===== config.mk =====
export PLATFORM = sky130hd
export DESIGN_NAME = dr32e_id_controller
export DESIGN_NICKNAME = d
export VERILOG_FILES = /design/src/rtl/dr32e_pkg.sv /design/src/rtl/dr32e_id_controller.sv
export SDC_FILE = /design/constraint.sdc
export NUM_CORES = 1
export LEC_CHECK = 0
export ABC_AREA = 1
export BUFFER_PORTS_ARGS = -buffer_cell sky130_fd_sc_hd__clkbuf_2
export CORE_MARGIN = 2
export CORE_UTILIZATION = 58
export DETAILED_ROUTE_END_ITERATION = 6
export GPL_TIMING_DRIVEN = 0
export PLACE_DENSITY = 0.87
export SYNTH_ARGS = -nofsm -noshare
export SYNTH_HDL_FRONTEND = slang
export SYNTH_SLANG_ARGS = --single-unit

===== constraint.sdc =====
create_clock -name clk_i -period 2.3 [get_ports clk_i]
set_input_delay 0.23 -clock clk_i [delete_from_list [all_inputs] [get_ports clk_i]]
set_output_delay 0.23 -clock clk_i [all_outputs]
set_load 0.01 [all_outputs]

===== src/rtl/dr32e_pkg.sv =====
// Shared types for the dr32e decode-stage control path.
package dr32e_pkg;

    typedef enum logic [2:0] {
        RESET,
        BOOT,
        DECODE,
        MULTI,
        FLUSH,
        SLEEP
    } ctrl_fsm_e;

    typedef enum logic [1:0] {
        PC_BOOT = 2'd0,
        PC_JUMP = 2'd1,
        PC_EXC  = 2'd2,
        PC_ERET = 2'd3
    } pc_sel_e;

    typedef enum logic [5:0] {
        EXC_NONE    = 6'd0,
        EXC_ILLEGAL = 6'd2,
        EXC_BREAK   = 6'd3,
        EXC_ECALL   = 6'd11,
        IRQ_EXT     = {1'b1, 5'd11}
    } exc_cause_e;

endpackage


===== src/rtl/dr32e_id_controller.sv =====
// Decode-stage control FSM: boot sequencing, redirects, exceptions, interrupts,
// WFI sleep, multicycle stalls and the retired-instruction counter.
module dr32e_id_controller
    import dr32e_pkg::*;
#(
    parameter int unsigned BootDelay = 4,
    parameter logic [4:0]  IrqCause  = 5'd11
) (
    input  logic        clk_i,
    input  logic        rst_ni,
    input  logic        fetch_enable_i,
    input  logic        instr_valid_i,
    input  logic        illegal_insn_i,
    input  logic        illegal_c_insn_i,
    input  logic        ecall_i,
    input  logic        ebreak_i,
    input  logic        mret_i,
    input  logic        wfi_i,
    input  logic        jump_in_dec_i,
    input  logic        branch_in_dec_i,
    input  logic        branch_taken_i,
    input  logic        multicycle_i,
    input  logic        ex_done_i,
    input  logic        irq_pending_i,
    input  logic        irq_enable_i,
    output logic        instr_req_o,
    output logic        id_ready_o,
    output logic        pc_set_o,
    output logic [1:0]  pc_mux_o,
    output logic [5:0]  exc_cause_o,
    output logic        csr_save_o,
    output logic        csr_restore_mret_o,
    output logic        flush_id_o,
    output logic        stall_o,
    output logic        retire_o,
    output logic [31:0] instret_o,
    output logic        sleeping_o
);

    localparam logic [3:0] BootLast = 4'(BootDelay - 1);

    ctrl_fsm_e   state_q, state_d;
    pc_sel_e     pc_sel_q;
    logic [3:0]  boot_cnt;
    logic [31:0] instret_q;
    logic        exc_hit;
    logic [5:0]  exc_code;

    always_ff @(posedge clk_i) begin
        if (!rst_ni) begin
            state_q   <= RESET;
            pc_sel_q  <= PC_BOOT;
            boot_cnt  <= 4'd0;
            instret_q <= 32'd0;
        end else begin
            state_q <= state_d;
            if (state_q == RESET)
                boot_cnt <= 4'd0;
            else if (state_q == BOOT)
                boot_cnt <= boot_cnt + 4'd1;
            if (pc_set_o)
                pc_sel_q <= pc_sel_e'(pc_mux_o);
            if (retire_o)
                instret_q <= instret_q + 32'd1;
        end
    end

    assign instret_o = instret_q;

    // Exception selection in priority order; only consulted in DECODE.
    always_comb begin
        exc_hit  = 1'b1;
        exc_code = EXC_NONE;
        if (irq_pending_i && irq_enable_i)
            exc_code = {1'b1, IrqCause};
        else if (illegal_insn_i || illegal_c_insn_i)
            exc_code = EXC_ILLEGAL;
        else if (ecall_i)
            exc_code = EXC_ECALL;
        else if (ebreak_i)
            exc_code = EXC_BREAK;
        else
            exc_hit = 1'b0;
    end

    always_comb begin
        state_d            = state_q;
        instr_req_o        = 1'b0;
        id_ready_o         = 1'b0;
        pc_set_o           = 1'b0;
        pc_mux_o           = pc_sel_q;
        exc_cause_o        = 6'd0;
        csr_save_o         = 1'b0;
        csr_restore_mret_o = 1'b0;
        flush_id_o         = 1'b0;
        stall_o            = 1'b0;
        retire_o           = 1'b0;
        sleeping_o         = 1'b0;

        unique case (state_q)
            RESET: begin
                if (fetch_enable_i)
                    state_d = BOOT;
            end
            BOOT: begin
                if (boot_cnt == BootLast) begin
                    pc_set_o = 1'b1;
                    pc_mux_o = PC_BOOT;
                    state_d  = DECODE;
                end
            end
            DECODE: begin
                instr_req_o = 1'b1;
                id_ready_o  = 1'b1;
                if (instr_valid_i) begin
                    if (exc_hit) begin
                        pc_set_o    = 1'b1;
                        pc_mux_o    = PC_EXC;
                        exc_cause_o = exc_code;
                        csr_save_o  = 1'b1;
                        flush_id_o  = 1'b1;
                        id_ready_o  = 1'b0;
                        state_d     = FLUSH;
                    end else if (mret_i) begin
                        pc_set_o           = 1'b1;
                        pc_mux_o           = PC_ERET;
                        csr_restore_mret_o = 1'b1;
                        flush_id_o         = 1'b1;
                        retire_o           = 1'b1;
                        id_ready_o         = 1'b0;
                        state_d            = FLUSH;
                    end else if (jump_in_dec_i || (branch_in_dec_i && branch_taken_i)) begin
                        pc_set_o   = 1'b1;
                        pc_mux_o   = PC_JUMP;
                        flush_id_o = 1'b1;
                        retire_o   = 1'b1;
                        id_ready_o = 1'b0;
                        state_d    = FLUSH;
                    end else if (wfi_i) begin
                        retire_o = 1'b1;
                        state_d  = SLEEP;
                    end else if (multicycle_i && !ex_done_i) begin
                        stall_o    = 1'b1;
                        id_ready_o = 1'b0;
                        state_d    = MULTI;
                    end else begin
                        retire_o = 1'b1;
                    end
                end
            end
            MULTI: begin
                instr_req_o = 1'b1;
                if (ex_done_i) begin
                    retire_o   = 1'b1;
                    id_ready_o = 1'b1;
                    state_d    = DECODE;
                end else begin
                    stall_o = 1'b1;
                end
            end
            FLUSH: begin
                instr_req_o = 1'b1;
                flush_id_o  = 1'b1;
                state_d     = DECODE;
            end
            SLEEP: begin
                sleeping_o = 1'b1;
                // Wake on any pending request; MIE only gates taking it as a trap.
                if (irq_pending_i)
                    state_d = DECODE;
            end
            default: state_d = RESET;
        endcase

        // Suppress every strobe while reset is held so nothing retires or redirects.
        if (!rst_ni) begin
            instr_req_o        = 1'b0;
            id_ready_o         = 1'b0;
            pc_set_o           = 1'b0;
            pc_mux_o           = pc_sel_q;
            exc_cause_o        = 6'd0;
            csr_save_o         = 1'b0;
            csr_restore_mret_o = 1'b0;
            flush_id_o         = 1'b0;
            stall_o            = 1'b0;
            retire_o           = 1'b0;
            sleeping_o         = 1'b0;
        end
    end

endmodule


==> impl_results.md, run 1 <==
* Status: complete, no violations
* Final Total Pwr at 1.82 mW
* CTS Sinks at 41
* Num rows at 25
* Overall global routing resource usage at 0.289
* Worst-Skew Late Latency at 0.30 ns
* Critical Path RT at 2.07 ns
* WS Path Type: reg2out
* DR vias at 3,216
* Syn Area/Cell at 5.78 um2
* P_leak at 1.43 nW
* Num CTS Buffers at 5
* Die Y at 73.1 um
* Routed WL per cell at 12.4 um
* Post-CTS Setup Bufs at 0
* Least-Margin Pin Slew at 0.568 ns
* Hold path depth at 3
* Post_cts resized at 0
* Port bufs at 62
* Post-synth design cell area at 2770 um2
* Clock Tree Root: clkbuf_8
* Worst Reg-to-Reg Cells at 9
* CTS Buffer Depth at 2
* FF-to-FF End: instret_o[18]$_SDFFE_PN0P_
* Core area at 4660 um2
* Initial antenna violation count at 0
* Cell count after synthesis at 479
* Total grt overflow at 0
* Crit path max-delay cell type: dfxtp_1
* Number of antenna diodes at 0
* Max Fclk at 0.486 GHz
* First-pass GRT wire length at 12,200 um
* DR iter-0 viols at 229
* Cts hold-fix bufs at 0
* Most frequent cells in the layout: nand2_1, nor2_1, clkbuf_2
* Max Cap Viol at 0
* Skew final at 0.00922 ns
* Unrepaired setup endpoints after global routing: false
* Hold_ws at 0.292 ns
* Hold Startpoint: irq_pending_i
* Final Max Slew Viols at 0
* Pwr dens at 557 nW/um2
* Die Width at 73.1 um
* Seq pwr share at 0.422
* # nets final at 568
* Clock power frac at 0.331
* Final Setup Violations at 0
* R2r startpoint: instret_o[0]$_SDFFE_PN0P_
* Initial Util at 0.594
* RD Place Congestion at 0.942
* Seq cells post-synth at 41
* Synth cell types at 31
* Final core occ at 0.701
* Reg-to-reg slack, setup at 0.52 ns
* Design area at 3270 um2
* Placed insts at 596
* Slew margin rel. at 0.621
* CP endpoint kind: output port
* Final instance count without filler cells at 604
* Sw Pwr at 0.584 mW
* Max incr delay on CP at 0.45 ns
* IO Count at 66
* Drt pass-1 iters at 5
* Final hold viol count at 0
* Commonest non-fill, non-tap cell in the layout: nand2_1
* Area growth syn-to-layout at 18.0%
* CP Buf/Inv Count at 2
* Hold Path End: state_q[2]$_SDFFE_PN0P_
* Peak VDD IR at 0.000349 V
* Clk slew on worst S/H paths at 0.07 ns
* Ys Warns at 0
* Final HPWL from detailed placement at 5660 um
* Register area share after synthesis at 0.296
* Crit path cell chain: nand3_1 -> inv_1 -> nand2_1 -> or2_2 -> a31oi_1 -> clkbuf_2
* PnR worst setup slack at 0.241 ns
* Period utilization at 0.895
* Combinational share of power at 0.247
* Vias per cell at 5.32
* # fillers at 442
* Internal at 1.24 mW
* Total Routed Length at 7490 um
* Critical Path Source Type: register
* Pin count of the biggest net entering global routing at 13
* TritonCTS clock tree: built
* Worst Path Arrival at 1.83 ns
* Detail Route Antenna Nets at 0
* Pre-CTS setup slack at 0.392 ns
* Sw Share at 0.321
* Drc violations at 0
* H-tree levels at 2
* Number of global-route vias before repair at 2,778
* Hold WC Path Type: in2reg
* Worst Path Max Fanout at 7
* DP Area at 3150 um2
* Delay-heaviest family, CP: simple AND/OR/NAND/NOR gates
* Die area at 5350 um2
* Fin Setup TNS at 0 ns
* Final Critical Period at 2.06 ns
* Layout cells sized above 1 at 0.176
-- logic make-up after synthesis --
group / Yosys count / share of synthesized area
buffers and inverters: 72 / 0.113
and+or+nand+nor: 315 / 0.484
DFF: 41 / 0.296
adders and majority gates: 2 / 0.00903
AOI/OAI and AO/OA: 43 / 0.0799
xor gates and xnor gates: 5 / 0.0158
other: 1 / 0.00135
-- synthesized netlist by cell type, drive strengths merged --
cell type | instances | area share
a31oi | 1 | 0.0023
o31ai | 1 | 0.0027
nand2 | 156 | 0.21
xnor2 | 1 | 0.0032
xor2 | 4 | 0.013
conb | 1 | 0.0014
nand3b | 1 | 0.0027
nor4 | 1 | 0.0023
inv | 58 | 0.079
ha | 2 | 0.0090
nor3b | 2 | 0.0054
nor2 | 89 | 0.13
o21ai | 8 | 0.014
dfxtp | 41 | 0.30
clkbuf | 1 | 0.0014
nand3 | 49 | 0.096
nor3 | 6 | 0.011
or2 | 2 | 0.0045
a211oi | 1 | 0.0027
buf | 13 | 0.033
a21oi | 32 | 0.058
nand4 | 9 | 0.023
-- flip-flops by register name, indices dropped and copies added (netlist names) --
signal and cells:
boot_cnt 4, state_q 3, instret_o 32, pc_sel_q 2
-- worst register-to-register path, stage by stage, from the launching register on --
cell,delay (ns)
dfxtp_1,0.41
ha_1,0.23
nand3_2,0.17
nor2_1,0.20
nand3_1,0.16
nor2_2,0.25
nand2_1,0.11
nand2_1,0.06
nand2_1,0.04
nor2_1,0.09
-- cell type report --
type	count	area, um2	area share
repair buffers	62	310	0.0949
plain buffers	14	96.3	0.0295
multi-input cells	367	1640	0.502
well taps	54	67.6	0.0207
clock inverters	1	30.0	0.00919
inverters	58	218	0.0666
clock buffers	7	86.3	0.0264
flip-flops and latches	41	821	0.251
-- power by group through the flow --
| stage | combinational [mW] | clock, mW | sequential [mW] |
|---|---|---|---|
| floorplan | 0.328 | 0 | 0.780 |
| global placement | 0.432 | 0 | 0.784 |
| detailed placement | 0.439 | 0 | 0.785 |
| CTS | 0.441 | 0.615 | 0.769 |
| global route | 0.500 | 0.641 | 0.772 |
| finish | 0.449 | 0.603 | 0.769 |
-- routing by layer --
| metal | routed length, um | vias to the layer above | GRT usage |
|---|---|---|---|
| li1 | - | 1648 | - |
| met1 | 3300 | 1436 | 0.385 |
| met2 | 3560 | 119 | 0.472 |
| met3 | 525 | 13 | 0.0566 |
| met4 | 108 | 0 | 0.0844 |
| met5 | 0 | - | 0 |
-- worst max-delay path by stage --
stage                              startpoint                          to  cells past startpoint
finish                state_q[1]$_SDFFE_PN0P_                  id_ready_o                      6
global route          state_q[1]$_SDFFE_PN0P_                  id_ready_o                      6
CTS                   state_q[1]$_SDFFE_PN0P_                  id_ready_o                      6
detailed placement                     rst_ni                 pc_mux_o[1]                      7
global placement                       rst_ni                 pc_mux_o[1]                      7
floorplan           instret_o[0]$_SDFFE_PN0P_  instret_o[18]$_SDFFE_PN0P_                      8
Note: power is estimated with default switching activity, not from simulation.
==> run 2: changes to the inputs <==
--- a/config.mk
+++ b/config.mk
@@ -7,6 +7,7 @@
 export LEC_CHECK = 0
 export ABC_AREA = 1
 export BUFFER_PORTS_ARGS = -buffer_cell sky130_fd_sc_hd__clkbuf_2
+export CORE_ASPECT_RATIO = 1.2
 export CORE_MARGIN = 2
 export CORE_UTILIZATION = 58
 export DETAILED_ROUTE_END_ITERATION = 6
==> run 2 against run 1 <==
Hold slack worse by 0.053 ns. Largest cell class unchanged. Maximum frequency decreased by 2.0%. Flip-flop and latch count unchanged. Final area shrank 0.88%. Clock skew fell by 0.0053 ns. Non-clock buffer count did not move. Critical path depth unchanged. Utilization increased by 0.39 points. Power fell by 7.5%. Sequential power barely moved.
==> impl_results.md, run 2 (synthesis results as in run 1) <==
* Status: complete, no violations
* CP endpoint kind: output port
* Period utilization at 0.913 (+0.0179)
* Overall global routing resource usage at 0.285 (-0.00374)
* Die Width at 67.1 um (-8.2%)
* Routed WL per cell at 11.7 um (-5.7%)
* Total grt overflow at 0 (unchanged)
* Reg-to-reg slack, setup at 0.48 ns (-0.04 ns)
* Final instance count without filler cells at 608 (+0.66%)
* Source of the critical timing path: state_q[1]$_SDFFE_PN0P_
* # nets final at 568 (unchanged)
* Core area at 4590 um2 (-1.4%)
* Number of global-route vias before repair at 2,960 (+6.6%)
* Die Y at 79.7 um (+9.0%)
* IO Count at 66 (unchanged)
* Post_cts resized at 0 (unchanged)
* Placed insts at 600 (+0.67%)
* Slew margin rel. at 0.589 (-0.0320)
* Worst Path Max Fanout at 7 (unchanged)
* Critical Path Source Type: register
* Worst-Skew Late Latency at 0.30 ns (about the same)
* P_leak at 1.42 nW (-0.94%)
* PnR worst setup slack at 0.200 ns (-0.0411 ns)
* Clk slew on worst S/H paths at 0.08 ns (about the same)
* First-pass GRT wire length at 12,000 um (-1.6%)
* Most frequent cells in the layout: nand2_1, nor2_1, clkbuf_2
* Crit path to: id_ready_o
* CTS Buffer Depth at 2 (unchanged)
* Pin count of the biggest net entering global routing at 13 (unchanged)
* Die area at 5350 um2 (about the same)
* Initial Util at 0.603 (+0.00858)
* Worst Path Arrival at 1.87 ns (+0.04 ns)
* DR iter-0 viols at 224 (-2.2%)
* Vias per cell at 5.21 (-2.1%)
* Final hold viol count at 0 (unchanged)
* Num rows at 27 (+8.0%)
* Worst Reg-to-Reg Cells at 9 (unchanged)
* Area growth syn-to-layout at 16.9%
* Max Cap Viol at 0 (unchanged)
* Total Routed Length at 7110 um (-5.0%)
* Post-CTS Setup Bufs at 0 (unchanged)
* Max Fclk at 0.476 GHz (-2.0%)
* CTS Sinks at 41 (unchanged)
* RD Place Congestion at 0.955 (+1.4%)
* Fin Setup TNS at 0 ns (unchanged)
* Final HPWL from detailed placement at 5610 um (-0.87%)
* WS Path Type: reg2out
* Number of antenna diodes at 0 (unchanged)
* Commonest non-fill, non-tap cell in the layout: nand2_1
* Drc violations at 0 (unchanged)
* TritonCTS clock tree: built
* Detail Route Antenna Nets at 0 (unchanged)
* H-tree levels at 2 (unchanged)
* FF-to-FF End: instret_o[22]$_SDFFE_PN0P_
* Final Setup Violations at 0 (unchanged)
* Least-Margin Pin Slew at 0.616 ns (+0.0480 ns)
* Layout cells sized above 1 at 0.176 (unchanged)
* Pre-CTS setup slack at 0.426 ns (+0.0341 ns)
* Initial antenna violation count at 0 (unchanged)
* Final Max Slew Viols at 0 (unchanged)
* Final Critical Period at 2.10 ns (+0.0411 ns)
* Port bufs at 62 (unchanged)
* Final core occ at 0.705 (+0.00386)
* Unrepaired setup endpoints after global routing: false
* Critical Path RT at 2.07 ns (about the same)
* Hold_ws at 0.240 ns (-0.0526 ns)
* Clock Tree Root: clkbuf_8
* Cts hold-fix bufs at 0 (unchanged)
* Max reg flops at 32 (unchanged)
* Num CTS Buffers at 5 (unchanged)
* Pwr dens at 520 nW/um2 (-6.7%)
* Drt pass-1 iters at 4 (-1)
* R2r startpoint: instret_o[0]$_SDFFE_PN0P_
* # fillers at 408 (-7.7%)
* Skew final at 0.00395 ns (-0.00527 ns)
* DR vias at 3,170 (-1.4%)
* Hold WC Path Type: in2reg
* Peak VDD IR at 0.000455 V (+30%)
==> run 2: changes by cell type in the layout (fill, tap and decap cells not counted), sizes merged <==
cell    delta
clkbuf     -1
bufinv     -1
clkinv     +2
==> run 2: per-layer routing <==
metal  vias up  global-route usage  wire length, um
li1       1642                   -                -
met1      1405               0.301             2930
met2       108               0.521             3630
met3        15              0.0508              383
met4         0               0.153              175
met5         -                   0                0
==> run 2: where the power goes <==
| group | internal [mW] | switching (mW) |
|---|---|---|
| Combinational | 0.144 | 0.308 |
| Sequential | 0.739 | 0.0296 |
| Clock | 0.211 | 0.254 |
==> run 2: how the worst min path moves through the flow <==
| stage | start | to | slack [ns] | cells after the start |
|---|---|---|---|---|
| floorplan | boot_cnt[3]$_SDFFE_PP0P_ | boot_cnt[3]$_SDFFE_PP0P_ | 0.44 | 2 |
| global placement | boot_cnt[3]$_SDFFE_PP0P_ | boot_cnt[3]$_SDFFE_PP0P_ | 0.45 | 2 |
| detailed placement | boot_cnt[3]$_SDFFE_PP0P_ | boot_cnt[3]$_SDFFE_PP0P_ | 0.47 | 2 |
| CTS | irq_pending_i | state_q[2]$_SDFFE_PN0P_ | 0.23 | 3 |
| global route | irq_pending_i | state_q[2]$_SDFFE_PN0P_ | 0.27 | 3 |
| finish | irq_pending_i | state_q[2]$_SDFFE_PN0P_ | 0.24 | 3 |
==> run 2: worst max-delay path, cell delays in order, from the launching register on <==
cell	delay, ns
dfxtp_1	0.46
nand3_1	0.20
inv_1	0.19
nand2_1	0.10
or2_2	0.28
a31oi_1	0.17
clkbuf_2	0.17
==> run 2: metrics by stage <==
stage	power, mW	instance area [um2]
final	1.69	3240
after global routing	1.77	3240
after CTS	1.69	3240
after detailed placement	1.23	3160
after global placement	1.21	3160
after floorplan	1.11	2770
==> run 2: cell type report <==
class	instances	area [um2]	area share
repair buffers	62	310	0.0958
multi-input cells	367	1640	0.506
clock buffers	6	72.6	0.0224
inverters	58	218	0.0672
clock inverters	2	10.0	0.00309
well taps	58	72.6	0.0224
plain buffers	14	96.3	0.0297
flip-flops and latches	41	821	0.253
